--- config.mk ---
export PLATFORM = sky130hd
export DESIGN_NAME = keypad_scan4x4
export DESIGN_NICKNAME = d
export VERILOG_FILES = /design/src/rtl/keypad_scan4x4.sv
export SDC_FILE = /design/constraint.sdc
export NUM_CORES = 1
export LEC_CHECK = 0
export CAP_MARGIN = 10
export CORE_UTILIZATION = 53
export CTS_CLUSTER_SIZE = 12
export DETAILED_ROUTE_END_ITERATION = 6
export GPL_TIMING_DRIVEN = 1
export PLACE_DENSITY = 0.78
export SLEW_MARGIN = 10
export SYNTH_ARGS = -nofsm -noshare
export SYNTH_HDL_FRONTEND = slang
export SYNTH_SLANG_ARGS = --single-unit
--- constraint.sdc ---
create_clock -name clk -period 2.1 [get_ports clk]
set_input_delay 0.63 -clock clk [delete_from_list [all_inputs] [get_ports clk]]
set_output_delay 0.63 -clock clk [all_outputs]
set_load 0.01 [all_outputs]
--- src/rtl/keypad_scan4x4.sv ---
// keypad_scan4x4: 4x4 matrix keypad scanner with debounce, single-entry key buffer and overflow flag.
module keypad_scan4x4 #(
  parameter int STABLE_SCANS = 4
) (
  input  logic       clk,
  input  logic       rst_n,
  input  logic       scan_tick,
  input  logic [3:0] col_n,
  output logic [3:0] row_n,
  output logic [3:0] key_code,
  output logic       key_valid,
  input  logic       key_ready,
  output logic       key_held,
  output logic       overflow
);
  typedef enum logic [1:0] {SCAN, DEBOUNCE, HELD, RELEASE} state_t;
  localparam logic [3:0] STABLE = 4'(STABLE_SCANS);
  state_t     state, state_d;
  logic [1:0] row_idx, row_d, cand_row, cand_row_d;
  logic [3:0] cand_cols, cand_cols_d, cnt, cnt_d, cnt_inc;
  logic [3:0] col_m, col_s, emit_code;
  logic       emit;
  function automatic logic [1:0] low_idx(input logic [3:0] c);
    return !c[0] ? 2'd0 : !c[1] ? 2'd1 : !c[2] ? 2'd2 : 2'd3;
  endfunction
  always_ff @(posedge clk or negedge rst_n)
    if (!rst_n) begin
      col_m     <= 4'hF;
      col_s     <= 4'hF;
      state     <= SCAN;
      row_idx   <= 2'd0;
      cnt       <= 4'd0;
      cand_row  <= 2'd0;
      cand_cols <= 4'hF;
    end else begin
      col_m     <= col_n;
      col_s     <= col_m;
      state     <= state_d;
      row_idx   <= row_d;
      cnt       <= cnt_d;
      cand_row  <= cand_row_d;
      cand_cols <= cand_cols_d;
    end
  assign cnt_inc = (cnt >= STABLE) ? STABLE : cnt + 4'd1;
  always_comb begin
    state_d     = state;
    row_d       = row_idx;
    cnt_d       = cnt;
    cand_row_d  = cand_row;
    cand_cols_d = cand_cols;
    emit        = 1'b0;
    if (scan_tick)
      case (state)
        SCAN:
          if (&col_s) row_d = row_idx + 2'd1;
          else begin
            cand_row_d  = row_idx;
            cand_cols_d = col_s;
            cnt_d       = 4'd1;
            emit        = STABLE <= 4'd1;
            state_d     = emit ? HELD : DEBOUNCE;
          end
        DEBOUNCE:
          if (col_s != cand_cols) begin
            state_d = SCAN;
            cnt_d   = 4'd0;
          end else begin
            cnt_d   = cnt_inc;
            emit    = cnt_inc >= STABLE;
            state_d = emit ? HELD : DEBOUNCE;
          end
        HELD:
          if (&col_s) begin
            state_d = (STABLE <= 4'd1) ? SCAN : RELEASE;
            cnt_d   = (STABLE <= 4'd1) ? 4'd0 : 4'd1;
            row_d   = (STABLE <= 4'd1) ? row_idx + 2'd1 : row_idx;
          end
        RELEASE:
          if (!(&col_s)) begin
            state_d = HELD;
            cnt_d   = 4'd0;
          end else if (cnt_inc >= STABLE) begin
            state_d = SCAN;
            cnt_d   = 4'd0;
            row_d   = row_idx + 2'd1;
          end else cnt_d = cnt_inc;
      endcase
  end
  // Emitting paths latch the candidate on the same edge, so the _d copy is always the right key.
  assign emit_code = {cand_row_d, low_idx(cand_cols_d)};
  always_comb begin
    row_n    = ~(4'b0001 << row_idx);
    key_held = (state == HELD) || (state == RELEASE);
  end
  always_ff @(posedge clk or negedge rst_n)
    if (!rst_n) begin
      key_code  <= 4'h0;
      key_valid <= 1'b0;
      overflow  <= 1'b0;
    end else begin
      overflow <= emit && key_valid && !key_ready;
      if (emit && (!key_valid || key_ready)) begin
        key_code  <= emit_code;
        key_valid <= 1'b1;
      end else if (key_valid && key_ready) key_valid <= 1'b0;
    end
  a_row_onehot: assert property (@(posedge clk) $onehot(~row_n));
  a_code_stable: assert property (@(posedge clk) disable iff (!rst_n)
    key_valid && !key_ready |=> $stable(key_code));
endmodule

# ---- Word level (Yosys, flattened, before mapping)
# Cells that the tools add are included.
dict set report totals {
  input_bits 8
  out_inout_bits 11
  latchBits 0
  word_cells 76
  ff_bits 28
  mem_count 0
  rom_bits 0
  ram_bits 0
}
dict set report op_classes {
  shift 1
  n_reduce_logical 16
  addsub 2
  n_mul 0
  n_lt_le_gt_ge 2
  div_mod_pow 0
  bitwise_logic 2
  eq_ne 10
  mux 32
}
# operator count
set op_table {}
lappend op_table {{two-way mux 2 bit} 14}
lappend op_table {{two-way mux 4 bit} 6}
lappend op_table {{one-hot mux 4 bit (4 select lines)} 1}
lappend op_table {{!= test 2 bit (second input constant)} 5}
lappend op_table {{two-way mux 3 bit} 3}
lappend op_table {{greater-or-equal comparator 4 x 3 -> 1 bit (second input constant)} 2}
lappend op_table {{one-hot mux 2 bit (4 select lines)} 1}
lappend op_table {{AND reduction 4 bit} 2}
lappend op_table {{two-way mux 1 bit} 6}
lappend op_table {{AND reduction 3 bit} 2}
lappend op_table {{AND reduction 5 bit} 1}
lappend op_table {{adder 4 x 1 -> 4 bit (second input constant)} 1}
lappend op_table {{== test 2 bit (second input constant)} 2}
lappend op_table {{logical AND 1 bit} 4}
lappend op_table {{!= test 4 bit} 1}
lappend op_table {{inverter 4 bit} 1}
lappend op_table {{one-hot mux 2 bit (2 select lines)} 1}
lappend op_table {{nonzero test 2 bit} 2}
lappend op_table {{left shift 1 x 2 -> 4 bit (first input constant)} 1}
lappend op_table {{!= test 3 bit (second input constant)} 1}
lappend op_table {{adder 2 x 1 -> 2 bit (second input constant)} 1}
lappend op_table {{== test 2 x 1 -> 1 bit (second input constant)} 1}
lappend op_table {{logical NOT 1 bit} 2}
lappend op_table {{logical NOT 2 bit} 1}
lappend op_table {{2 further kinds} 3}

# ---- Logic depth before layout (Yosys ltp)
# Gate-level depths: netlist of the first run.
dict set report depth {
  ltp_word 8
  mapped_depth 5
}

# ---- Worst setup path after synthesis of the first run
# OpenSTA, ideal clock, no wires.
dict set report synth_path {
  kind {input to register}
  startpoint {input scan_tick}
  endpoint {register key_code[2]}
  required_time_ps 1975
  t_arrival_ps 1518
  stages 4
  setup_slack_ps 457
  setup_time_ps 125
  cell_sequence {buf_2 -> nand3_4 -> mux2_4 -> mux2_2}
}
# item line_no
set synth_lines {}
lappend synth_lines {{from (decl)} 7} ;# input logic scan_tick,
lappend synth_lines {{two-way mux 2 bit} 52} ;# if (scan_tick)
lappend synth_lines {{via cand_row_d[0]} 19} ;# logic [1:0] row_idx, row_d, cand_row, cand_row_d;
lappend synth_lines {{to (signal assigned)} 103} ;# key_code <= emit_code;
lappend synth_lines {{to (decl)} 10} ;# output logic [3:0] key_code,
# The timed path passes the listed nets, and every way through them passes these cells.
# A chain may end at the register's enable or synchronous reset.

# ---- Worst setup path in the final report of the first run
dict set report layout_path {
  startpoint {register row_idx[0]}
  endpoint {output row_n[2]}
}
dict set report layout_between {
  elab_chain_cells 2
}
# item line_no
set layout_lines {}
lappend layout_lines {{from (decl)} 19}
lappend layout_lines {{from (signal assigned)} 39} ;# row_idx <= row_d;
lappend layout_lines {{left shift 1 x 2 -> 4 bit} 92} ;# row_n = ~(4'b0001 << row_idx);
lappend layout_lines {{inverter 4 bit} 92}
lappend layout_lines {{to (decl)} 9} ;# output logic [3:0] row_n,
# No other way between the ends.

==> results of run 1 <==
[final cells by class]
type	instances	area (sq um)	area share, %
sequential	28	718	43.7
tap	28	35.0	2.13
timing repair buffer	27	246	15.0
inverter	10	37.5	2.28
clock buffer	4	36.3	2.21
multi-input combinational	66	571	34.7
[how the worst min path moves through the flow]
stage	startpoint	endpoint	slack, ps	cells after the start
after global placement	col_m[3]	col_s[3]	350	0
after global routing	col_m[2]	col_s[2]	370	0
final	col_m[0]	col_s[0]	370	0
after CTS	col_m[0]	col_s[0]	370	0
after floorplan	rst_n	cand_row[0]	330	0
after detailed placement	col_m[0]	col_s[0]	350	0
[logic make-up after synthesis]
family                   Yosys count
multiplexers                      13
adder cells (fa/ha/maj)            5
AO/OA/AOI/OAI                     16
buffers and inverters             12
XOR/XNOR                           5
AND/OR/NAND/NOR                   27
flip-flops                        28
[metal layers]
metal	up-vias	GRT usage [%]	wire length [microns]	share of wire, %
met5	-	0	0	0
met3	5	3.51	59	2.9
li1	422	-	-	-
met4	0	10.1	42	2.1
met2	16	31.6	1010	49
met1	421	20.6	931	46
[synthesized netlist by cell type (all sizes together), types with 2 or more instances]
master	count
a21boi	2
or3	3
nand2	9
xnor2	5
mux2i	3
dfrtp	16
mux2	10
inv	9
nor2	4
and2	2
nand3	3
a22o	2
o21ai	3
o31ai	3
ha	5
dfstp	12
nor3	2
[sequential cells by signal, indices dropped and copies added (netlist names)]
name	cells
cand_cols	4
cand_row	2
cnt	4
col_m	4
col_s	4
key_code	4
key_valid	1
overflow	1
row_idx	2
state	2
[stage by stage]
step	setup WS, ps	utilization [%]	instances
floorplan	457	-	106
global placement	52.5	68.3	154
detailed placement	33.7	68.3	154
CTS	34.2	71.4	163
global route	8.27	71.6	163
finish	107	71.6	163
[what timing repair did]
| action | 4_1_cts | 5_1_grt |
|---|---|---|
| setup endpoints to repair | 4 | 4 |
| hold buffers | 0 | 0 |
| buffers inserted | 5 | 0 |
| resized for setup | 5 | 4 |
| cloned | 0 | 0 |
[worst max-delay path: stages (launching register included)]
cell             delay [ps]
dfrtp_2                 440
buf_4                   140
inv_1                    70
ha_1                    140
inv_1                    40
clkdlybuf4s15_1         220
[power breakdown]
part           leakage [nW]  switching, W  internal [W]
logic                 0.411      0.000204      0.000252
registers             0.337     0.0000634      0.000640
clock network        0.0210      0.000146      0.000106
total                 0.769      0.000413      0.000998
==> qor.txt, run 1 <==
Num Clock Sinks -> 28
complex-gate fraction of the synthesized area -> 9.20%
Min Hold Slack -> 367 ps
vias in the first global route -> 866
Vias/cell -> 5.30
most frequent cells in the layout -> 14 x dfrtp_1, 14 x clkdlybuf4s50_1, 12 x dfstp_2
drc violations -> 0
WP data arrival -> 1360 ps
Yosys warning count -> 0
simple-gate share of the synthesized area -> 14.4%
Reg clk slew, reported paths -> 130 ps
worst hold path class -> register to register
Post-Synth XOR/XNOR Area -> 3.29%
slew at the pin closest to its max-slew limit -> 335 ps
first-pass GRT wire length -> 3490 microns
endpoint type of the worst setup path -> output pin
synth unique cells -> 38
max-slew violations -> 0
CP Class -> register to output pin
R2R depth -> 4
final setup fails -> 0
Die Span Y -> 52.1 microns
Max Fanout on Critical Path -> 3
WP data required -> 1470 ps
GR Overflow Total -> 0
Post-Synthesis Cells -> 106
area share of fa/ha/maj cells after synthesis -> 4.69%
Skew-Pair Late Insertion Delay -> 320 ps
final wirelength -> 2040 microns
clock tree buffer depth -> 2
mux contribution to synthesized area -> 11.3%
ant diodes -> 0
routed length per instance -> 12.5 microns
area delta synth->final -> 23.4%
outcome -> finished clean
Leak Pwr -> 0.769 nW
TritonCTS Buffers -> 3
RSZ-0062 raised after global routing -> no
CP startpoint kind -> register
Post-synth EDFFs -> 0
1st-pass router iterations -> 4
number of I/O port buffers -> 18
via count -> 864
ys flop type -> dfrtp_1
initial drt markers -> 8
PnR Total Power -> 0.00141 W
largest area contributor in the netlist -> dfrtp_1
initial antenna violation count -> 0
synth top area cells -> dfrtp_1 30%, dfstp_2 24%, ha_1 4.7%
flop2flop setup slack -> 420 ps
Worst Skew -> 2.21 ps
Fillers -> 173
die extent in x -> 52.1 microns
Die ar. -> 2720 sq um
Synth top area share -> 30.0%
fmax -> 502 MHz
H-Tree Depth -> 1
Post-DP Area -> 1570 sq um
Mapped Area -> 1330 sq um
asr flop ratio synth -> 100%
CTS tree -> done
Reg-to-Reg End -> key_code[1]
Synth Register Bits -> 28
share of cells above drive strength 1 -> 30.4%
remaining antenna violation count -> 0
GP Congestion -> 0.855
CP endpoint -> row_n[2]
TNS Setup -> 0 ps
Syn Area/Cell -> 12.6 sq um
I/O pins -> 19
final-stage net count -> 149
pin count of the biggest net entering global routing -> 29
GRT Resource Usage Total -> 18.1%
row count -> 17
final instance area -> 1640 sq um
initial core utilization -> 58.0%
P per Cell Area -> 859 nW/um^2
Peak supply drop -> 0.641 mV
syn nets -> 119
final hold vios -> 0
final worst-path cycle share -> 94.9%
combinational family with the most area after synthesis -> simple AND/OR/NAND/NOR gates
core footprint -> 2300 sq um
Max Cap Violations -> 0
Worst slew margin -> 77.7%
final worst path period need -> 1990 ps
clock root buffer -> clkbuf_4
sequential area share after synthesis -> 53.7%
HPWL Detailed -> 1530 microns
Critical path origin -> row_idx[0]
reg-to-reg startpoint -> col_s[0]
No activity file was read; power rests on OpenSTA's default activity.
==> inputs of run 2 (changes only) <==
--- a/config.mk
+++ b/config.mk
@@ -10,7 +10,7 @@
 export CTS_CLUSTER_SIZE = 12
 export DETAILED_ROUTE_END_ITERATION = 6
 export GPL_TIMING_DRIVEN = 1
-export PLACE_DENSITY = 0.78
+export PLACE_DENSITY = 0.76
 export SLEW_MARGIN = 10
 export SYNTH_ARGS = -nofsm -noshare
 export SYNTH_HDL_FRONTEND = slang
==> run 2 against run 1 <==
  * Global-route usage rose by 2.2 points
  * Critical path depth fell by 1
  * Sequential power barely moved
  * Final cell count did not move
  * Clock power rose by 38%
  * Register-to-register slack got worse by 30 ps
  * Die area did not move
  * Core utilization rose by 0.38 points
  * First-iteration DRC count rose by 63%
  * Critical endpoint is now row_n[3]
==> qor.txt, run 2 (synthesized netlist as in run 1, its figures left out) <==
endpoint type of the worst setup path -> output pin
Leak Pwr -> 0.773 nW (+0.52%)
final setup fails -> 0 (unchanged)
HPWL Detailed -> 1570 microns (+2.8%)
CP startpoint kind -> register
most frequent cells in the layout -> 15 x dfrtp_1, 14 x clkdlybuf4s50_1, 12 x dfstp_2, 9 x nand2_1, 9 x buf_4
WP data arrival -> 1380 ps (+20 ps)
Num Clock Sinks -> 28 (unchanged)
GP Congestion -> 0.827 (-3.3%)
Vias/cell -> 5.40 (+2.0%)
R2R depth -> 5 (+1)
Skew-Pair Late Insertion Delay -> 330 ps (about the same)
pin count of the biggest net entering global routing -> 29 (unchanged)
I/O pins -> 19 (unchanged)
flop2flop setup slack -> 390 ps (-30 ps)
1st-pass router iterations -> 4 (unchanged)
remaining antenna violation count -> 0 (unchanged)
TritonCTS Buffers -> 3 (unchanged)
max-slew violations -> 0 (unchanged)
Peak supply drop -> 0.760 mV (+19%)
area of the multi-input gates -> 571 sq um (unchanged)
drc violations -> 0 (unchanged)
row count -> 17 (unchanged)
number of I/O port buffers -> 18 (unchanged)
Post-DP Area -> 1570 sq um (unchanged)
worst hold path class -> register to register
fmax -> 497 MHz (-0.89%)
Register Area -> 717 sq um (-0.17%)
Die Span Y -> 52.1 microns (unchanged)
final worst-path cycle share -> 95.7% (+0.85 points)
initial drt markers -> 13 (+5)
initial core utilization -> 58.0% (unchanged)
outcome -> finished clean
Post-CTS Hold Fix Bufs -> 0 (unchanged)
Placed Cells -> 154 (unchanged)
routed length per instance -> 13.6 microns (+8.4%)
final-stage net count -> 149 (unchanged)
via count -> 881 (+2.0%)
Fillers -> 162 (-6.4%)
WP data required -> 1470 ps (about the same)
final wirelength -> 2210 microns (+8.4%)
initial antenna violation count -> 0 (unchanged)
die extent in x -> 52.1 microns (unchanged)
Reg clk slew, reported paths -> 140 ps (about the same)
clock root buffer -> clkbuf_4
PnR Total Power -> 0.00151 W (+6.8%)
H-Tree Depth -> 1 (unchanged)
Reg-to-Reg End -> row_idx[1]
RSZ-0062 raised after global routing -> no
reg-to-reg startpoint -> cnt[0]
clock tree buffer depth -> 2 (unchanged)
first-pass GRT wire length -> 3790 microns (+8.5%)
CTS tree -> done
Worst Skew -> 3.18 ps (+0.974 ps)
Worst slew margin -> 77.3% (-0.37 points)
CP Class -> register to output pin
area delta synth->final -> 24.0%
Max Fanout on Critical Path -> 3 (unchanged)
CP endpoint -> row_n[3]
GRT Resource Usage Total -> 20.4% (+2.2 points)
post-route insts no fill -> 163 (unchanged)
final instance area -> 1650 sq um (+0.53%)
core footprint -> 2300 sq um (unchanged)
final worst path period need -> 2010 ps (+17.8 ps)
GR Overflow Total -> 0 (unchanged)
P per Cell Area -> 912 nW/um^2 (+6.2%)
ant diodes -> 0 (unchanged)
TNS Setup -> 0 ps (unchanged)
Critical path origin -> row_idx[0]
final hold vios -> 0 (unchanged)
vias in the first global route -> 844 (-2.5%)
Max Cap Violations -> 0 (unchanged)
slew at the pin closest to its max-slew limit -> 341 ps (+5.48 ps)
share of cells above drive strength 1 -> 31.1% (+0.74 points)
commonest non-fill, non-tap cell in the layout -> dfrtp_1
Die ar. -> 2720 sq um (unchanged)
==> run 2: cell types whose count changed in the layout (fill, tap and decap cells not counted), sizes merged <==
| cell | before | now |
|---|---|---|
| clkdlybuf4s15 | 3 | 1 |
| dlygate4sd2 | 1 | 2 |
| bufinv | 0 | 1 |
==> run 2: through the flow <==
stage	utilization [%]	worst slack [ps]	hold WS, ps
floorplan	-	457	334
global placement	68.3	57.6	346
detailed placement	68.3	7.97	348
CTS	72.1	25.3	366
global route	71.9	13.9	366
finish	71.9	89.6	366
==> run 2: worst max-delay path, stage by stage, from the launching register on <==
cell	delay, ps
dfrtp_1	430
buf_4	140
ha_1	180
inv_1	50
dlygate4sd2_1	250
==> run 2: routing by layer <==
metal | vias to the layer above | track usage, % | wire length [microns]
li1 | 426 | - | -
met1 | 428 | 25.0 | 978
met2 | 22 | 32.9 | 1100
met3 | 5 | 3.51 | 70
met4 | 0 | 13.2 | 61
met5 | - | 0 | 0
==> run 2: cell type report <==
cell class                      count  area share (%)
Sequential cell                    28            43.4
Timing Repair Buffer               27            14.5
Inverter                           10            2.27
Tap cell                           28            2.12
Clock inverter                      1            1.82
Multi-Input combinational cell     66            34.5
Clock buffer                        3            1.36
==> run 2: report_power, final <==
| part | switching (W) | leakage, nW | internal [W] | total (W) |
|---|---|---|---|---|
| clock | 0.000156 | 0.0279 | 0.000193 | 0.000349 |
| combinational | 0.000209 | 0.407 | 0.000249 | 0.000458 |
| sequential | 0.0000624 | 0.338 | 0.000638 | 0.000700 |
==> run 2: worst min-delay path by stage <==
stage	startpoint	endpoint	slack, ps	depth (start not counted)
after floorplan	rst_n	cand_row[0]	330	0
after global placement	col_m[1]	col_s[1]	350	0
after detailed placement	col_m[0]	col_s[0]	350	0
after CTS	col_m[2]	col_s[2]	370	0
after global routing	col_m[2]	col_s[2]	370	0
final	col_m[0]	col_s[0]	370	0
==> run 2: timing repair <==
action,in CTS,in global routing
setup endpoints to repair,4,3
gates resized for setup,5,4
setup buffers,5,0
==> inputs of run 3 (changes only) <==
--- a/config.mk
+++ b/config.mk
@@ -15,3 +15,4 @@
 export SYNTH_ARGS = -nofsm -noshare
 export SYNTH_HDL_FRONTEND = slang
 export SYNTH_SLANG_ARGS = --single-unit
+export TNS_END_PERCENT = 5
==> run 3 against run 2 <==
  * Fmax increased by 1.3%
  * Combinational power decreased by 16%
  * Clock power about the same
  * Largest power group unchanged
  * Via count increased by 0.68%
  * Critical path depth decreased by 3
  * Critical path type unchanged
  * Critical endpoint is now key_held
  * Sequential power increased by 1%
  * Final cell count decreased by 2.5%
  * Routed wire length decreased by 2.7%
==> qor.txt, run 3 (synthesized netlist as in run 1, its figures left out) <==
outcome -> finished clean
Die ar. -> 2720 sq um (unchanged)
final worst path period need -> 1980 ps (-25.7 ps)
die extent in x -> 52.1 microns (unchanged)
TritonCTS Buffers -> 3 (unchanged)
WP buf/inv -> 1 (-2)
Worst Skew -> 4.87 ps (+1.69 ps)
Skew-Pair Late Insertion Delay -> 330 ps (about the same)
max-slew violations -> 0 (unchanged)
worst hold path class -> register to register
CTS tree -> done
drc violations -> 0 (unchanged)
core footprint -> 2300 sq um (unchanged)
Vias/cell -> 5.58 (+3.2%)
Die Span Y -> 52.1 microns (unchanged)
fmax -> 504 MHz (+1.3%)
Register Area -> 717 sq um (unchanged)
slew at the pin closest to its max-slew limit -> 341 ps (+0.000358 ps)
Fillers -> 168 (+3.7%)
via count -> 887 (+0.68%)
commonest non-fill, non-tap cell in the layout -> dfrtp_1
RSZ-0062 raised after global routing -> no
PnR Total Power -> 0.00144 W (-4.3%)
Worst slew margin -> 77.3% (unchanged)
final hold vios -> 0 (unchanged)
row count -> 17 (unchanged)
vias in the first global route -> 809 (-4.1%)
TNS Setup -> 0 ps (unchanged)
CP Class -> register to output pin
endpoint type of the worst setup path -> output pin
first-pass GRT wire length -> 3680 microns (-2.7%)
pin count of the biggest net entering global routing -> 29 (unchanged)
remaining antenna violation count -> 0 (unchanged)
final-stage net count -> 145 (-2.7%)
routed length per instance -> 13.5 microns (-0.22%)
Num Clock Sinks -> 28 (unchanged)
I/O pins -> 19 (unchanged)
final worst-path cycle share -> 94.5% (-1.2 points)
pre-CTS WS -> 7.97 ps (unchanged)
1st-pass router iterations -> 4 (unchanged)
share of cells above drive strength 1 -> 27.5% (-3.6 points)
WP data arrival -> 1350 ps (-30 ps)
number of I/O port buffers -> 18 (unchanged)
Peak supply drop -> 0.756 mV (-0.50%)
GR Overflow Total -> 0 (unchanged)
most frequent cells in the layout -> 15 x dfrtp_1, 14 x clkdlybuf4s50_1, 12 x dfstp_2, 9 x inv_1, 9 x nand2_1
final setup margin -> 115 ps (+25.7 ps)
H-Tree Depth -> 1 (unchanged)
crit-path max cell delay -> 560 ps (+130 ps)
Top delay family on crit path -> buffers and inverters
final wirelength -> 2150 microns (-2.7%)
area delta synth->final -> 22.0%
ant diodes -> 0 (unchanged)
Leak Pwr -> 0.753 nW (-2.6%)
clock tree buffer depth -> 2 (unchanged)
initial drt markers -> 13 (unchanged)
P per Cell Area -> 888 nW/um^2 (-2.7%)
Reg clk slew, reported paths -> 140 ps (about the same)
initial antenna violation count -> 0 (unchanged)
cells along the critical path -> clkdlybuf4s50_1
Max Cap Violations -> 0 (unchanged)
HPWL Detailed -> 1570 microns (unchanged)
cell at the slowest stage of the critical path -> clkdlybuf4s50_1
Post-CTS Hold Fix Bufs -> 0 (unchanged)
GP Congestion -> 0.827 (unchanged)
area of the multi-input gates -> 571 sq um (unchanged)
Max Fanout on Critical Path -> 7 (+4)
final setup fails -> 0 (unchanged)
initial core utilization -> 58.0% (unchanged)
WP data required -> 1470 ps (about the same)
GRT Resource Usage Total -> 19.8% (-0.56 points)
CP startpoint kind -> register
clock root buffer -> clkbuf_4
## run 3: cell count changes in the layout (fill, tap and decap cells not counted), sizes merged
cell,change
buf,-4
clkbuf,-1
clkdlybuf4s15,-1
dlygate4sd2,+2
## run 3: cell type report
type	instances	share of cell area (%)
flip-flops and latches	28	44.1
multi-input cells	66	35.1
repair buffers	23	13.1
inverters	10	2.31
well taps	28	2.16
clock inverters	1	1.85
clock buffers	3	1.39
## run 3: final timing paths
check | from | endpoint | slack (ps) | cells past startpoint
setup / recovery | state[1] | key_held | 120 | 1
hold / removal | col_m[0] | col_s[0] | 370 | 0
setup reg to reg | cnt[0] | row_idx[1] | 380 | 5
hold reg to reg | col_m[0] | col_s[0] | 370 | 0
max in group asynchronous | rst_n | col_s[3] | 1150 | 2
min in group asynchronous | rst_n | key_valid | 640 | 2
## run 3: where the power goes
part	internal, W	switching (W)
registers	0.000638	0.0000716
clock network	0.000193	0.000155
logic	0.000202	0.000183
## run 3: routing by layer
metal | part of all wire [%] | vias to the layer above | global-route usage (%)
met5 | 0 | - | 0
met3 | 3.7 | 5 | 3.51
met1 | 44 | 438 | 25.0
li1 | - | 418 | -
met2 | 49 | 26 | 31.0
met4 | 2.8 | 0 | 13.2
## run 3: stage by stage
step	cell area [sq um]	utilization, %	instances	hold slack [ps]
5_1_grt	1630	70.8	159	366
6_report	1630	70.8	159	366
3_3_place_gp	1570	68.3	154	346
2_1_floorplan	1330	-	106	334
3_5_place_dp	1570	68.3	154	348
4_1_cts	1620	70.7	159	366
## run 3: repair_timing
action,CTS,global route
setup endpoints to repair,4,1
resized for setup,4,1
buffers inserted,1,0
